### src/rtl/fifo_test_pkg.sv
// Shared definitions for the FIFO test path: FSM state encoding, pattern
// selectors and the LFSR step function used by the pattern generator.
package fifo_test_pkg;

  typedef enum logic [1:0] {
    IDLE  = 2'd0,
    WRITE = 2'd1,
    PAUSE = 2'd2,
    DONE  = 2'd3
  } state_t;

  localparam logic [31:0] LFSR_POLY = 32'h8020_0003;

  localparam int PAT_COUNTER = 0;
  localparam int PAT_LFSR    = 1;

  // One step of the right-shifting Galois LFSR.
  function automatic logic [31:0] lfsr_next(input logic [31:0] v);
    return (v >> 1) ^ (v[0] ? LFSR_POLY : 32'h0);
  endfunction

endpackage

### src/rtl/pattern_gen.sv
// Holds the current FIFO write word and steps it through the selected
// deterministic sequence (counter or LFSR) on each accepted write.
module pattern_gen
  import fifo_test_pkg::*;
#(
  parameter int                DATA_W  = 32,
  parameter int                PATTERN = PAT_COUNTER,
  parameter logic [DATA_W-1:0] SEED    = DATA_W'(1)
) (
  input  logic              clk,
  input  logic              rst,
  input  logic              adv,
  input  logic              clr,
  output logic [DATA_W-1:0] din
);

  logic [DATA_W-1:0] nxt;

  generate
    if (PATTERN == PAT_LFSR) begin : g_lfsr
      assign nxt = DATA_W'(lfsr_next(32'(din)));
    end else begin : g_cnt
      assign nxt = din + DATA_W'(1);
    end
  endgenerate

  // clr wins over adv: a run restart must always land on SEED.
  always_ff @(posedge clk or posedge rst) begin
    if (rst) begin
      din <= SEED;
    end else if (clr) begin
      din <= SEED;
    end else if (adv) begin
      din <= nxt;
    end
  end

endmodule

### src/rtl/fifo_writer.sv
// Producer side of the FIFO test path: writes a deterministic pattern into the
// test FIFO in bursts, throttled by full/prog_full, while en is high.
module fifo_writer
  import fifo_test_pkg::*;
#(
  parameter int                DATA_W      = 32,
  parameter int                BURST_LEN   = 256,
  parameter int unsigned       TOTAL_WORDS = 0,
  parameter int                PATTERN     = PAT_COUNTER,
  parameter logic [DATA_W-1:0] SEED        = DATA_W'(1)
) (
  input  logic              clk,
  input  logic              rst,
  input  logic              en,
  input  logic              full,
  input  logic              prog_full,
  output logic              wr_en,
  output logic [DATA_W-1:0] din,
  output logic              busy,
  output logic              done,
  output logic [31:0]       word_cnt,
  output logic [1:0]        state_dbg
);

  localparam logic [31:0] LAST_WORD   = 32'(TOTAL_WORDS) - 32'd1;
  localparam logic [31:0] BURST_LAST  = 32'(BURST_LEN) - 32'd1;
  localparam bit          RUN_BOUNDED = (TOTAL_WORDS != 0);

  state_t      state;
  state_t      state_nxt;
  logic [31:0] burst_cnt;
  logic        last_word;
  logic        burst_end;
  logic        clr_run;
  logic        burst_clr;

  // Handshake: a word is transferred on every rising edge where wr_en=1; din is
  // valid whenever wr_en is high. wr_en is a zero-latency gate on full, so a
  // full FIFO is never written and no ready/retry state is needed.
  assign wr_en     = (state == WRITE) & en & ~full;
  assign last_word = RUN_BOUNDED && (word_cnt == LAST_WORD);
  assign burst_end = (burst_cnt == BURST_LAST);
  assign clr_run   = (state == DONE) & ~en;
  assign state_dbg = state;

  // Priority: ~en > end of run > pause (burst end or prog_full).
  always_comb begin
    state_nxt = state;
    case (state)
      IDLE:  if (en) state_nxt = WRITE;
      WRITE: begin
        if (!en)                                    state_nxt = IDLE;
        else if (wr_en && last_word)                state_nxt = DONE;
        else if ((wr_en && burst_end) || prog_full) state_nxt = PAUSE;
      end
      PAUSE: begin
        if (!en)             state_nxt = IDLE;
        else if (!prog_full) state_nxt = WRITE;
      end
      DONE:  if (!en) state_nxt = IDLE;
      default: state_nxt = IDLE;
    endcase
  end

  assign burst_clr = ((state_nxt == IDLE)  && (state != IDLE)) ||
                     ((state_nxt == PAUSE) && (state == WRITE));

  always_ff @(posedge clk or posedge rst) begin
    if (rst) begin
      state     <= IDLE;
      word_cnt  <= 32'd0;
      burst_cnt <= 32'd0;
      busy      <= 1'b0;
      done      <= 1'b0;
    end else begin
      state <= state_nxt;
      busy  <= (state_nxt == WRITE) || (state_nxt == PAUSE);
      done  <= (state_nxt == DONE);

      // Leaving IDLE from WRITE/PAUSE keeps word_cnt so the run resumes.
      if (clr_run)    word_cnt <= 32'd0;
      else if (wr_en) word_cnt <= word_cnt + 32'd1;

      if (burst_clr)  burst_cnt <= 32'd0;
      else if (wr_en) burst_cnt <= burst_cnt + 32'd1;
    end
  end

  pattern_gen #(
    .DATA_W  (DATA_W),
    .PATTERN (PATTERN),
    .SEED    (SEED)
  ) u_pattern_gen (
    .clk (clk),
    .rst (rst),
    .adv (wr_en),
    .clr (clr_run),
    .din (din)
  );

endmodule

### config.mk
export PLATFORM = sky130hd
export DESIGN_NAME = fifo_writer
export DESIGN_NICKNAME = d
export VERILOG_FILES = /design/src/rtl/fifo_test_pkg.sv /design/src/rtl/pattern_gen.sv /design/src/rtl/fifo_writer.sv
export SDC_FILE = /design/constraint.sdc
export NUM_CORES = 1
export LEC_CHECK = 0
export ABC_AREA = 1
export CORE_ASPECT_RATIO = 1.5
export CORE_MARGIN = 5
export CORE_UTILIZATION = 59
export CTS_BUF_LIST = sky130_fd_sc_hd__clkbuf_4
export DETAILED_ROUTE_END_ITERATION = 16
export PLACE_DENSITY = 0.88
export RECOVER_POWER = 100
export SETUP_SLACK_MARGIN = 0.05
export SYNTH_ARGS = -nofsm -noshare
export SYNTH_HDL_FRONTEND = slang
export SYNTH_SLANG_ARGS = --single-unit
### constraint.sdc
create_clock -name clk -period 4.35 [get_ports clk]
set_input_delay 1.305 -clock clk [delete_from_list [all_inputs] [get_ports clk]]
set_output_delay 1.305 -clock clk [all_outputs]
set_load 0.01 [all_outputs]
==> qor.txt <==
Share of power burned in registers -> 49.5%
Final Max Tran Viols -> 43
CP startpoint kind -> input port
Fin util -> 69.87%
Sink Count -> 100
Yosys top cell by area -> dfrtp_1
Full die area -> 0.01315 mm²
Starting Density -> 60.52%
Mapped Area -> 0.006444 mm²
Post-CTS Setup Repair Bufs -> 0
First-pass iteration count of the detailed router -> 5
Height of the die -> 138.0 µm
Crit share post-route -> 94.93%
Failing checks -> capacitance limit, slew limit
Max-slew headroom -> -30.76%
DIE WIDTH -> 95.33 µm
Nets -> 1,088
First-pass GRT wire length -> 29,260 µm
DRT iter0 DRCs -> 438
Antenna Nets Post-Route -> 0
Outcome -> finished with violations
Synth Area in XOR/XNOR -> 1.903%
Critical Path RT -> 3040 ps
Avg Inst Size Synth -> 6.393 µm²
Final Hold Fails -> 0
Vias per cell -> 5.440
Minimum clock period -> 4130 ps
Wire per inst -> 14.09 µm
Achievable Freq -> 242.2 MHz
Post-synthesis compound-gate area fraction -> 6.893%
Post-Syn Instances -> 1,008
IO buf count -> 73
Pwr/cell area -> 376.0 mW/mm²
Commonest non-fill, non-tap cell in the layout -> nand2_1
Grt met2 use -> 49.82%
CTS root buf -> clkbuf_4
Antenna violations before repair -> 1
Critical path arrival -> 2820 ps
Most frequent cells in the layout -> nand2_1 (314), nor2_1 (186), inv_1 (120), dfrtp_1 (99), nand3_1 (70)
Largest family of logic cells by synthesized area -> simple AND/OR/NAND/NOR gates
Skew final -> 15.15 ps
Met3 Usage GRT -> 3.420%
Ports -> 74
Worst Tran Pin Value -> 1951 ps
Gr busiest metal -> met2
Switching power -> 1100 µW
Top cell type's share of synthesized area -> 38.45%
Setup TNS Final -> 0 ps
Cts hold-fix bufs -> 0
Hpwl dp -> 13,260 µm
Worst skew pair latency -> 460 ps
Leak pwr -> 0.003431 µW
Final setup vio count -> 0
Dpl ws -> 267.3 ps
Maxcap violations -> 1
Maximum clock insertion buffer count -> 2
Post-CTS Resized -> 0
Clock Pin Slew Worst Setup and Hold Paths -> 140 ps
Worst hold path class -> reg2reg
GRT Util Overall -> 28.10%
Register area share after synthesis -> 38.85%
Simple-Gate Fraction of Synth Area -> 42.87%
Critical Path End Type -> output port
Reg-to-reg setup timing slack -> 1110 ps
Share of layout cells above drive strength 1 -> 2.306%
Grt met1 use -> 34.17%
Crit path max fanout -> 5
Distinct cell type count after synthesis -> 34
Vias -> 6,686
H-Tree Depth -> 3
Comb power frac -> 32.9%
Critical path class -> in2out
Peak supply drop -> 0.2225 mV
Clock power share -> 17.6%
Adder-cell share of the synthesized area -> 0.7767%
Layout area overhead -> 15.46%
Total gr overflow -> 0
Setup ws final -> 220.4 ps
GPL Wtd Cong -> 0.9185
Total CTS buffers -> 9
Number of synthesis warnings -> 0
Net Sw Frac -> 39.32%
Row count -> 46
Seq cells post-synth -> 100
Largest net degree at the start of global routing -> 59
Mux cell area share after synthesis -> 0%
RSZ-0062 raised after global routing -> no
CTS tree -> done
Number of global-route vias before repair -> 6,344
Internal -> 1697 µW
Synthesized net count -> 1,017
Synth top area cells -> dfrtp_1 (38%), nand2_1 (18%), nor2_1 (11%), inv_1 (7.0%), nand3_1 (5.4%)
Core area -> 0.01065 mm²
DRC -> 0
Final wirelength -> 17,320 µm
area by class of cell:
class	count	area, µm²
Antenna cell	1	2.502
Clock buffer	9	67.56
Clock inverter	7	66.31
Fill cell	965	3208
Inverter	122	459.2
Multi-Input combinational cell	763	3359
Sequential cell	100	2504
Tap cell	144	180.2
Timing Repair Buffer	83	800.8
registers in the layout, summed over array words and instances (netlist names):
| name | cells |
|---|---|
| burst_cnt | 32 |
| u_pattern_gen.din | 32 |
| word_cnt | 32 |
| state_dbg | 2 |
| busy | 1 |
| done | 1 |
critical path: stages:
cell and delay (ps):
dlygate4sd3_1 620, nand3_1 190, nor2_4 140, clkdlybuf4s50_1 570
cells by family (layout without fill, tap and decap cells):
kind of cell,count (synthesis),count (layout)
simple gates,659,659
buf+inv,145,221
flops,100,100
compound gates,86,86
xor+xnor,14,14
fa+ha+maj,4,4
other cells,0,1
path summary, 6_finish.rpt:
| path | endpoint | startpoint | depth (start not counted) |
|---|---|---|---|
| worst max-delay path | wr_en | en | 4 |
| worst min-delay path | u_pattern_gen.din[7] | u_pattern_gen.din[7] | 1 |
| worst max register to register | burst_cnt[19] | burst_cnt[0] | 15 |
| worst min register to register | u_pattern_gen.din[7] | u_pattern_gen.din[7] | 1 |
| max in group asynchronous | u_pattern_gen.din[0] | rst | 3 |
| min in group asynchronous | u_pattern_gen.din[14] | rst | 2 |
cells in the mapped netlist (all sizes together):
| library cell | instances |
|---|---|
| xnor2 | 3 |
| a31oi | 3 |
| xor2 | 11 |
| nand3b | 2 |
| o211ai | 1 |
| nand2 | 314 |
| inv | 122 |
| nand4 | 38 |
| and3 | 1 |
| nor2 | 188 |
| o21ai | 49 |
| a21o | 1 |
| dfstp | 1 |
| nor4 | 1 |
| buf | 12 |
| a21oi | 30 |
| dfrtp | 99 |
| nor3b | 2 |
| nand3 | 70 |
| o21a | 2 |
| or2 | 1 |
| ha | 4 |
| and2 | 1 |
| clkbuf | 11 |
| nor3 | 41 |
per-layer routing:
layer,vias to the layer above,share of wire (%),routed length (µm)
li1,3352,-,-
met1,3079,39,6818
met2,193,52,9057
met3,62,4.3,752
met4,0,4.0,692
met5,-,0,0
power groups by stage:
stage                     registers, µW  clock network, µW  logic [µW]
final                              1390                492         919
after detailed placement           1410                  0        1000
after global placement             1410                  0         969
after floorplan                    1420                  0         426
after global routing               1420                540        1040
after CTS                          1390                501        1010
through the flow:
stage	hold WS, ps	instances	total power, µW	cell area, µm²
floorplan	491.6	1008	1848	6444
global placement	531.3	1212	2378	7350
detailed placement	539.3	1212	2413	7350
CTS	560.1	1228	2897	7483
global route	586.8	1229	2994	7440
finish	555.8	1229	2797	7440
Note: power is estimated with default switching activity, not from simulation.
